$ cat config.mk
export PLATFORM = sky130hd
export DESIGN_NAME = input_debounce_sync
export DESIGN_NICKNAME = d
export VERILOG_FILES = /design/src/rtl/input_debounce_sync.sv
export SDC_FILE = /design/constraint.sdc
export NUM_CORES = 1
export LEC_CHECK = 0
export ABC_AREA = 0
export BUFFER_PORTS_ARGS = -buffer_cell sky130_fd_sc_hd__buf_4
export CELL_PAD_IN_SITES_DETAIL_PLACEMENT = 1
export CELL_PAD_IN_SITES_GLOBAL_PLACEMENT = 2
export CORE_MARGIN = 2
export CORE_UTILIZATION = 33
export DETAILED_ROUTE_END_ITERATION = 10
export PLACE_DENSITY = 0.73
export SLEW_MARGIN = 20
export SYNTH_ARGS = -nofsm -noshare
export SYNTH_HDL_FRONTEND = slang
export SYNTH_SLANG_ARGS = --single-unit
$ cat constraint.sdc
create_clock -name clk -period 2.9 [get_ports clk]
set_clock_uncertainty 0.15 [all_clocks]
set_input_delay 0.435 -clock clk [delete_from_list [all_inputs] [get_ports clk]]
set_output_delay 0.435 -clock clk [all_outputs]
set_load 0.005 [all_outputs]
$ cat src/rtl/input_debounce_sync.sv
// Per-channel input conditioner: multi-flop synchroniser followed by a
// four-state debounce FSM that drives a clean level plus rise/fall pulses.
module input_debounce_sync #(
    parameter int WIDTH           = 2,
    parameter int SYNC_STAGES     = 2,
    parameter int DEBOUNCE_CYCLES = 1000
) (
    input  logic             clk,
    input  logic             rst_n,
    input  logic [WIDTH-1:0] raw_in,
    output logic [WIDTH-1:0] clean_out,
    output logic [WIDTH-1:0] rise_pulse,
    output logic [WIDTH-1:0] fall_pulse
);

    localparam int CNT_W = $clog2(DEBOUNCE_CYCLES + 1);
    localparam logic [CNT_W-1:0] CNT_LAST = CNT_W'(DEBOUNCE_CYCLES - 1);
    localparam logic [CNT_W-1:0] CNT_ONE  = CNT_W'(1);

    typedef enum logic [1:0] {
        S_LOW,
        S_RISE_WAIT,
        S_HIGH,
        S_FALL_WAIT
    } state_t;

    generate
        for (genvar gi = 0; gi < WIDTH; gi++) begin : g_chan
            logic [SYNC_STAGES-1:0] sync_reg;
            logic                   syn;
            state_t                 state_reg, state_next;
            logic [CNT_W-1:0]       cnt_reg, cnt_next;
            logic                   clean_reg, clean_next;
            logic                   rise_reg, rise_next;
            logic                   fall_reg, fall_next;

            assign syn = sync_reg[SYNC_STAGES-1];

            always_ff @(posedge clk) begin
                if (!rst_n) begin
                    sync_reg  <= '0;
                    state_reg <= S_LOW;
                    cnt_reg   <= '0;
                    clean_reg <= 1'b0;
                    rise_reg  <= 1'b0;
                    fall_reg  <= 1'b0;
                end else begin
                    sync_reg  <= {sync_reg[SYNC_STAGES-2:0], raw_in[gi]};
                    state_reg <= state_next;
                    cnt_reg   <= cnt_next;
                    clean_reg <= clean_next;
                    rise_reg  <= rise_next;
                    fall_reg  <= fall_next;
                end
            end

            // A return to the old level always wins over completion, so a
            // bounce on the final qualifying cycle is still rejected.
            always_comb begin
                state_next = state_reg;
                cnt_next   = cnt_reg;
                clean_next = clean_reg;
                rise_next  = 1'b0;
                fall_next  = 1'b0;
                case (state_reg)
                    S_LOW: begin
                        if (syn) begin
                            state_next = S_RISE_WAIT;
                            cnt_next   = CNT_ONE;
                        end
                    end
                    S_RISE_WAIT: begin
                        if (!syn) begin
                            state_next = S_LOW;
                            cnt_next   = '0;
                        end else if (cnt_reg == CNT_LAST) begin
                            state_next = S_HIGH;
                            cnt_next   = '0;
                            clean_next = 1'b1;
                            rise_next  = 1'b1;
                        end else begin
                            cnt_next = cnt_reg + CNT_ONE;
                        end
                    end
                    S_HIGH: begin
                        if (!syn) begin
                            state_next = S_FALL_WAIT;
                            cnt_next   = CNT_ONE;
                        end
                    end
                    S_FALL_WAIT: begin
                        if (syn) begin
                            state_next = S_HIGH;
                            cnt_next   = '0;
                        end else if (cnt_reg == CNT_LAST) begin
                            state_next = S_LOW;
                            cnt_next   = '0;
                            clean_next = 1'b0;
                            fall_next  = 1'b1;
                        end else begin
                            cnt_next = cnt_reg + CNT_ONE;
                        end
                    end
                    default: begin
                        state_next = S_LOW;
                        cnt_next   = '0;
                    end
                endcase
            end

            assign clean_out[gi]  = clean_reg;
            assign rise_pulse[gi] = rise_reg;
            assign fall_pulse[gi] = fall_reg;
        end
    endgenerate

endmodule

* Word-level counts from Yosys, hierarchy flattened *
Cells that the tools add are included.
W data, S select, Z words.

storage, ports and cells
  output and inout port bits = 6
  input port bits = 4
  register bits = 34
  word-level logic and storage cells = 93

operators by class
  muxes and demuxes = 38
  reductions and logical operators = 14
  eq/ne operators = 24
  $add $sub $neg = 2
  bitwise operators = 3

operators by type and width
  operator                 number
  $mux W10                 10
  $pmux W10 S4             2
  $mux W2                  12
  $ne A2 B2 Y1 const B     12
  $add A10 B1 Y10 const B  2
  $eq A10 B10 Y1 const B   2
  $pmux W2 S4              2
  $ne A3 B3 Y1 const B     4
  $mux W1                  10
  $reduce_and A5 Y1        2
  $eq A2 B2 Y1 const B     4
  $reduce_and A4 Y1        2
  $reduce_and A3 Y1        2
  $reduce_or A3 Y1         2
  $eq A2 B1 Y1 const B     2
  $logic_not A2 Y1         2
  $pmux W1 S2              2
  $reduce_and A2 Y1        2
  $reduce_bool A2 Y1       2
  $not A1 Y1               3

* Longest topological paths before layout *
Gate-level depths: netlist (run 1).

  word-level depth = 4
  depth in mapped cells = 6
  gate-level depth less buffers = 5

* Worst setup path before layout (run 1) *
Ideal clock, no wire load.

  path type = reg-to-reg
  start point = register g_chan[0].cnt_reg[0]
  end point = register g_chan[0].cnt_reg[1]
  period minus slack after synthesis = 1.793 ns
  required time = 2.622 ns
  setup time = 0.128 ns
  cell stages (with the launch flop) = 7
  arrival time = 1.516 ns
  setup slack = 1.107 ns
  path buffers = 1
  path through = dfxtp_1 > ha_1 > nand4bb_1 > or3_1 > clkbuf_1 > a32oi_1 > nor2_1

on the way
  longest elaborated chain between the ends = 4
  elaborated cells between the ends (all ways) = 6
  those cells by class = add/sub: 1; eq/ne: 1; mux: 4

ends and longest elaborated chain
  what                                                      line    RTL
  start, declared                                           32      logic [CNT_W-1:0] cnt_reg, cnt_next;
  start signal, assigned                                    50      cnt_reg <= cnt_next;
  $add A10 B1 Y10 / $eq A10 B10 Y1 (equally long branches)  n/a
  $mux W10 *                                                76, 95
  $mux W10 (on tied branches)                               92, 73
  $pmux W10 S4 *                                            65      case (state_reg)

Mark *: on every way between the ends. The rest lies on a longest branch, timed or not.
A chain may end at the register's enable or synchronous reset.

* Final worst setup path (run 1) *
Same ends and word-level chain as after synthesis.

==> out/metrics.yaml, run 1 <==
status:
  outcome: "finished clean"
routing:
  drtPass1Iterations: 4
  wl_met1_microns: 1829
  drc: 0
  met2WireLength_microns: 1728
  drt-wirelength-per-cell_microns: 14.24
  drt_iter0_drc: 65
  routed_via_density: 5.211
  wl_met3_microns: 101
  postRouteAntennaNets: 0
  drt-total-wl_microns: 3716
  vias: 1360
  top_layer: "met4"
yosys:
  synth_top_area_share_pct: 41.21
  synth_seq_area_share_pct: 41.21
  async_flop_share_pct: 0
  synth_fp_nets: 196
  synth_edf_count: 0
  netlist_top_cells_area: "dfxtp_1, a31oi_1, nand2_1"
  ys_ff_latch: 34
  avgSynthCellArea_sq_um: 8.739
  ys.flop_type: "dfxtp_1"
  synthesis.area_sq_mm: 0.001652
  ys_warn_count: 0
  synth_cell_types: 46
  yosys.area.top_type: "dfxtp_1"
  syn_inst: 189
setup_path:
  critPathTopFamily: "simple AND/OR/NAND/NOR gates"
  cp_data_required_time_ns: 2.92
  r2r-start: "g_chan[0].cnt_reg[0]$_SDFFE_PN0P_"
  crit_path_start_kind: "flip-flop"
  critPathBufInv: 0
  path_max_fanout: 12
  endpoint_kind: "flip-flop"
  worst-setup-path-type: "reg -> reg"
  worstPathArrival_ns: 1.99
  critPathLaunch: "g_chan[0].cnt_reg[0]$_SDFFE_PN0P_"
  slowest_delay_ns: 0.58
  crit_path_top_delay_cell: "or3_1"
  cp_cell_sequence: "ha_1 > nand4bb_1 > or3_1 > a32oi_1 > nor2_1"
global_route:
  grt_pass1_wl_microns: 6492
  grt_pass1_vias: 1412
  grt_usage_pct: 15.20
  grt_max_degree: 24
  gr-total-overflow: 0
  grt_antenna_before_repair: 0
power:
  clockPowerShare_pct: 50.4
  pwr_density_cell_mw_per_mm2: 560.1
  leakage_nw: 0.6672
  ir_drop_v: 0.0002418
  p_sw_share_pct: 20.46
  internal_power_mw: 0.8333
  power_switching_mw: 0.2144
  p_comb_share_pct: 3.6
  p_seq_share_pct: 46.0
place:
  gp_congestion: 0.8264
  port-buffer-count: 9
  detailed_place_hpwl_microns: 2716
cells_and_area:
  drive_gt1_share_pct: 13.92
  diodes: 0
  post-route-util_pct: 39.09
  fillers: 572
  syn2layout_area_growth_pct: 13.26
  num-nets-final: 200
  largest_reg_flops: 20
timing:
  drv_slew: 0
  period_minus_slack_ns: 1.977
  fmax_mhz: 505.8
  setup_tns_ns: 0
  post-route-period-util_pct: 68.17
  rsz0062_at_grt: "no"
  setup_viol: 0
  slew_headroom_pct: 61.36
  timing_hold_violations_final: 0
  worst_pin_slew_ns: 0.5748
clock_tree:
  clkTransAtPathRegs_ns: 0.07
  clock_path_buffers: 2
  cts_resized: 0
  cts_max_level: 2
  cts_tree: "yes"
  insertion_delay_ns: 0.29
  cts_setup_buffers: 0
  clock-sinks: 34
  hold_buffers: 0
  clk_root_buffer_cell: "clkbuf_8"
  cts_buffers: 5
floorplan:
  rows: 25
  initial_utilization_pct: 34.51
  io_pins: 10
  die_area_sq_mm: 0.005587
  die_h_microns: 74.75
  core_area_sq_mm: 0.004786
  die_w_microns: 74.75
run:
  maxCapViolations: 0
min_path:
  hold_start: "raw_in[1]"
  hold_class: "in -> reg"
## synth_stat cells, types with 3 or more instances
master,instances
nor2_1,12
a21oi_1,6
a31oi_1,13
clkbuf_1,3
xor2_1,3
nor3_1,6
o21ai_0,8
nand4_1,5
buf_4,6
xnor2_1,3
o211ai_1,3
and2_1,6
mux2i_1,3
inv_1,7
nand2_1,19
nand3_1,12
dfxtp_1,34
and3_1,6
ha_1,3
## power by group through the flow
stage	logic, mW	clock network, mW	registers (mW)
after global routing	0.0428	0.565	0.483
after floorplan	0.0281	0	0.490
final	0.0379	0.528	0.482
after CTS	0.0388	0.542	0.482
after detailed placement	0.0387	0	0.493
after global placement	0.0373	0	0.492
## cells in the final DEF (no fill, tap or decap), types with 2 or more instances in the layout
master	n
a21oi_1	6
a31oi_1	13
and2_1	6
and3_1	6
and3_2	2
and4_1	2
buf_4	9
bufinv_16	2
clkbuf_8	5
dfxtp_1	34
ha_1	3
inv_1	7
mux2i_1	3
nand2_1	19
nand3_1	12
nand4_1	5
nor2_1	12
nor3_1	6
o211ai_1	3
o21ai_0	8
or2_2	2
xnor2_1	3
xor2_1	3
xor2_2	2
## stage by stage
stage               area (sq um)  std cells  total power [mW]  hold WS (ns)  worst slack (ns)
floorplan                   1652        189            0.5183        0.2619             1.107
global placement            1733        253            0.5293        0.2645             1.021
detailed placement          1733        253            0.5316        0.2738            0.9303
CTS                         1871        261             1.063        0.1932            0.9114
global route                1871        261             1.091        0.1903            0.7985
finish                      1871        261             1.048        0.2004            0.9229
## layout make-up
cell class	instances	area (sq um)	share of cell area (%)
multi-input cells	136	874.6	46.76
clock buffers	5	68.82	3.679
repair buffers	9	67.56	3.612
inverters	7	26.28	1.405
clock inverters	3	68.82	3.679
flip-flops and latches	34	680.7	36.39
well taps	67	83.83	4.482
## logic make-up (layout without fill, tap and decap cells)
group | Yosys count | after routing | share of synthesized area [%]
DFF | 34 | 34 | 41.21
buffers and inverters | 19 | 24 | 5.833
adders and majority gates | 3 | 3 | 2.273
muxes | 3 | 3 | 1.818
and+or+nand+nor | 85 | 85 | 28.49
xor gates and xnor gates | 8 | 8 | 5.152
AOI/OAI and AO/OA | 37 | 37 | 15.23
## path summary, 6_finish.rpt
path | endpoint | slack (ns) | depth (start not counted)
setup / recovery | g_chan[0].cnt_reg[1]$_SDFFE_PN0P_ | 0.92 | 5
hold / removal | g_chan[1].sync_reg[0]$_SDFF_PN0_ | 0.20 | 2
setup reg to reg | g_chan[0].cnt_reg[1]$_SDFFE_PN0P_ | 0.92 | 5
hold reg to reg | g_chan[1].sync_reg[1]$_SDFF_PN0_ | 0.29 | 1
## routing by layer
metal / track usage (%) / vias up
met5: 0 / -
met4: 5.357 / 0
met3: 4.016 / 6
met2: 24.88 / 14
met1: 19.42 / 648
li1: - / 692
No activity file was read; power rests on OpenSTA's default activity.
==> inputs of run 2 (changes only) <==
--- a/config.mk
+++ b/config.mk
@@ -12,7 +12,7 @@
 export CORE_MARGIN = 2
 export CORE_UTILIZATION = 33
 export DETAILED_ROUTE_END_ITERATION = 10
-export PLACE_DENSITY = 0.73
+export PLACE_DENSITY = 0.76
 export SLEW_MARGIN = 20
 export SYNTH_ARGS = -nofsm -noshare
 export SYNTH_HDL_FRONTEND = slang
==> constraint.sdc (replaced) <==
create_clock -name clk -period 1.6 [get_ports clk]
set_clock_uncertainty 0.15 [all_clocks]
set_input_delay 0.24 -clock clk [delete_from_list [all_inputs] [get_ports clk]]
set_output_delay 0.24 -clock clk [all_outputs]
set_load 0.005 [all_outputs]
==> run 2 against run 1 <==
Against the previous run:
- wire length rose by 30%
- register-to-register slack worse by 1.0 ns
- sequential power increased by 80%
- count of clock-buffer cells in the layout rose by 2
- core utilization grew 8.3 points
- highest routed layer unchanged
- sequential cell count is the same
- power grew 58%
- via count grew 14%
- global-route usage grew 4.1 points
- the run now ends with negative setup slack left
- die area is the same
==> out/metrics.yaml, run 2 (synthesis results as in run 1) <==
status:
  outcome: "complete, but fails checks"
  violations: "negative setup slack"
timing:
  fin_ws_ns: -0.08200  # -1.005 ns
  period_minus_slack_ns: 1.682  # -0.2951 ns
  worst_pin_slew_ns: 0.2954  # -0.2794 ns
  fmax_mhz: 594.5  # +18%
  setup_tns_ns: -0.3828  # -0.3828 ns
  slew_headroom_pct: 80.15  # +19 points
  setup_viol: 11  # +11
  drv_slew: 0  # unchanged
  hold_ws_ns: 0.01078  # -0.1896 ns
  timing_hold_violations_final: 0  # unchanged
  post-route-period-util_pct: 105.1  # +37 points
  rsz0062_at_grt: "yes"
place:
  detailed_place_hpwl_microns: 3471  # +28%
  gp_congestion: 0.8010  # -3.1%
  preCtsSetupSlack_ns: -0.07275  # -1.003 ns
  port-buffer-count: 9  # unchanged
cells_and_area:
  syn2layout_area_growth_pct: 37.35
  final_cell_mix: "buf_4, dfxtp_1, nand2_1"
  post-route-util_pct: 47.40  # +8.3 points
  drive_gt1_share_pct: 37.45  # +24 points
  largest_reg_flops: 20  # unchanged
  fillers: 583  # +1.9%
  num-nets-final: 241  # +21%
  layout_commonest_cell: "buf_4"
  diodes: 0  # unchanged
routing:
  drt_iter0_drc: 51  # -22%
  drtPass1Iterations: 4  # unchanged
  drt-total-wl_microns: 4834  # +30%
  routed_via_density: 5.152  # -1.1%
  drt-wirelength-per-cell_microns: 16.01  # +12%
  drc: 0  # unchanged
  postRouteAntennaNets: 0  # unchanged
  vias: 1556  # +14%
clock_tree:
  clock-sinks: 34  # unchanged
  clk_root_buffer_cell: "clkbuf_8"
  clock_path_buffers: 2  # unchanged
  clkTransAtPathRegs_ns: 0.08  # about the same
  insertion_delay_ns: 0.29  # about the same
  cts_max_level: 2  # unchanged
  cts_tree: "yes"
  cts_buffers: 5  # unchanged
setup_path:
  cpMostUsedCell: "a31oi_1"
  crit_path_top_delay_cell: "dfxtp_2"
  cp_cell_sequence: "ha_4 > and4bb_2 > a311oi_4 > buf_6 > a31oi_1 > a31oi_1"
  endpoint_kind: "flip-flop"
  crit_path_start_kind: "flip-flop"
  worst-setup-path-type: "reg -> reg"
  slowest_delay_ns: 0.34  # -0.24 ns
  worstPathArrival_ns: 1.75  # -0.24 ns
  path_max_fanout: 10  # -2
  cp_data_required_time_ns: 1.67  # -1.25 ns
power:
  p_sw_share_pct: 24.45  # +4.0 points
  internal_power_mw: 1.251  # +50%
  power_switching_mw: 0.4049  # +89%
  clockPowerShare_pct: 41.4  # -9.0 points
  p_comb_share_pct: 6.0  # +2.4 points
  p_seq_share_pct: 52.6  # +6.6 points
  leakage_nw: 0.8619  # +29%
  ir_drop_v: 0.0004488  # +86%
  power_mw: 1.656  # +58%
  pwr_density_cell_mw_per_mm2: 729.9  # +30%
global_route:
  grt_pass1_vias: 1726  # +22%
  gr-total-overflow: 0  # unchanged
  grt_max_degree: 15  # -38%
  grt_usage_pct: 19.27  # +4.1 points
  grt_antenna_before_repair: 0  # unchanged
  grt_pass1_wl_microns: 8183  # +26%
floorplan:
  die_h_microns: 74.75  # unchanged
  initial_utilization_pct: 34.51  # unchanged
  rows: 25  # unchanged
  core_area_sq_mm: 0.004786  # unchanged
  die_area_sq_mm: 0.005587  # unchanged
  die_w_microns: 74.75  # unchanged
  io_pins: 10  # unchanged
run:
  maxCapViolations: 0  # unchanged
min_path:
  hold_class: "in -> reg"
## run 2: power by group through the flow
stage	combinational [mW]	sequential, mW	clock, mW
4_1_cts	0.0993	0.872	0.702
6_report	0.0995	0.870	0.686
3_3_place_gp	0.0911	0.889	0
2_1_floorplan	0.0515	0.889	0
5_1_grt	0.110	0.872	0.739
3_5_place_dp	0.0951	0.891	0
## run 2: layer usage
layer / track usage (%) / up-vias / share of wire (%)
li1: - / 769 / -
met1: 21.88 / 772 / 44
met2: 35.00 / 10 / 53
met3: 3.882 / 5 / 1.6
met4: 8.135 / 0 / 1.4
met5: 0 / - / 0
## run 2: final timing paths
path                                     start                           endpoint  slack (ns)  depth (start not counted)
max          g_chan[1].cnt_reg[0]$_SDFFE_PN0P_  g_chan[1].cnt_reg[6]$_SDFFE_PN0P_       -0.08                          6
min                                  raw_in[1]   g_chan[1].sync_reg[0]$_SDFF_PN0_        0.01                          2
min reg2reg   g_chan[1].sync_reg[0]$_SDFF_PN0_   g_chan[1].sync_reg[1]$_SDFF_PN0_        0.29                          1
max reg2reg  g_chan[1].cnt_reg[0]$_SDFFE_PN0P_  g_chan[1].cnt_reg[6]$_SDFFE_PN0P_       -0.08                          6
## run 2: timing repair
item / CTS / global route
setup buffers: 4 / 2
cloned: 1 / 0
pin swaps: 4 / 12
endpoints found under the hold margin: 1 / 0
setup endpoints to repair: 16 / 23
hold buffers: 1 / 0
resized for setup: 11 / 15
## run 2: area by class of cell
class	instances	area [sq um]	area share, %
inverters	7	26.28	1.158
clock inverters	1	5.005	0.2206
well taps	67	83.83	3.696
repair buffers	49	377.9	16.66
flip-flops and latches	34	695.7	30.67
multi-input cells	137	993.5	43.79
clock buffers	7	86.33	3.806
## run 2: worst max-delay path, delay by kind of cell (launching register included)
family | cells | cell delay (ns)
compound gates | 3 | 0.53
fa+ha+maj | 1 | 0.15
buf+inv | 1 | 0.18
flops | 1 | 0.34
simple gates | 1 | 0.25
## run 2: through the flow
step	std cells	area, sq um
floorplan	189	1699
global placement	286	2018
detailed placement	286	2018
CTS	300	2201
global route	302	2268
finish	302	2268
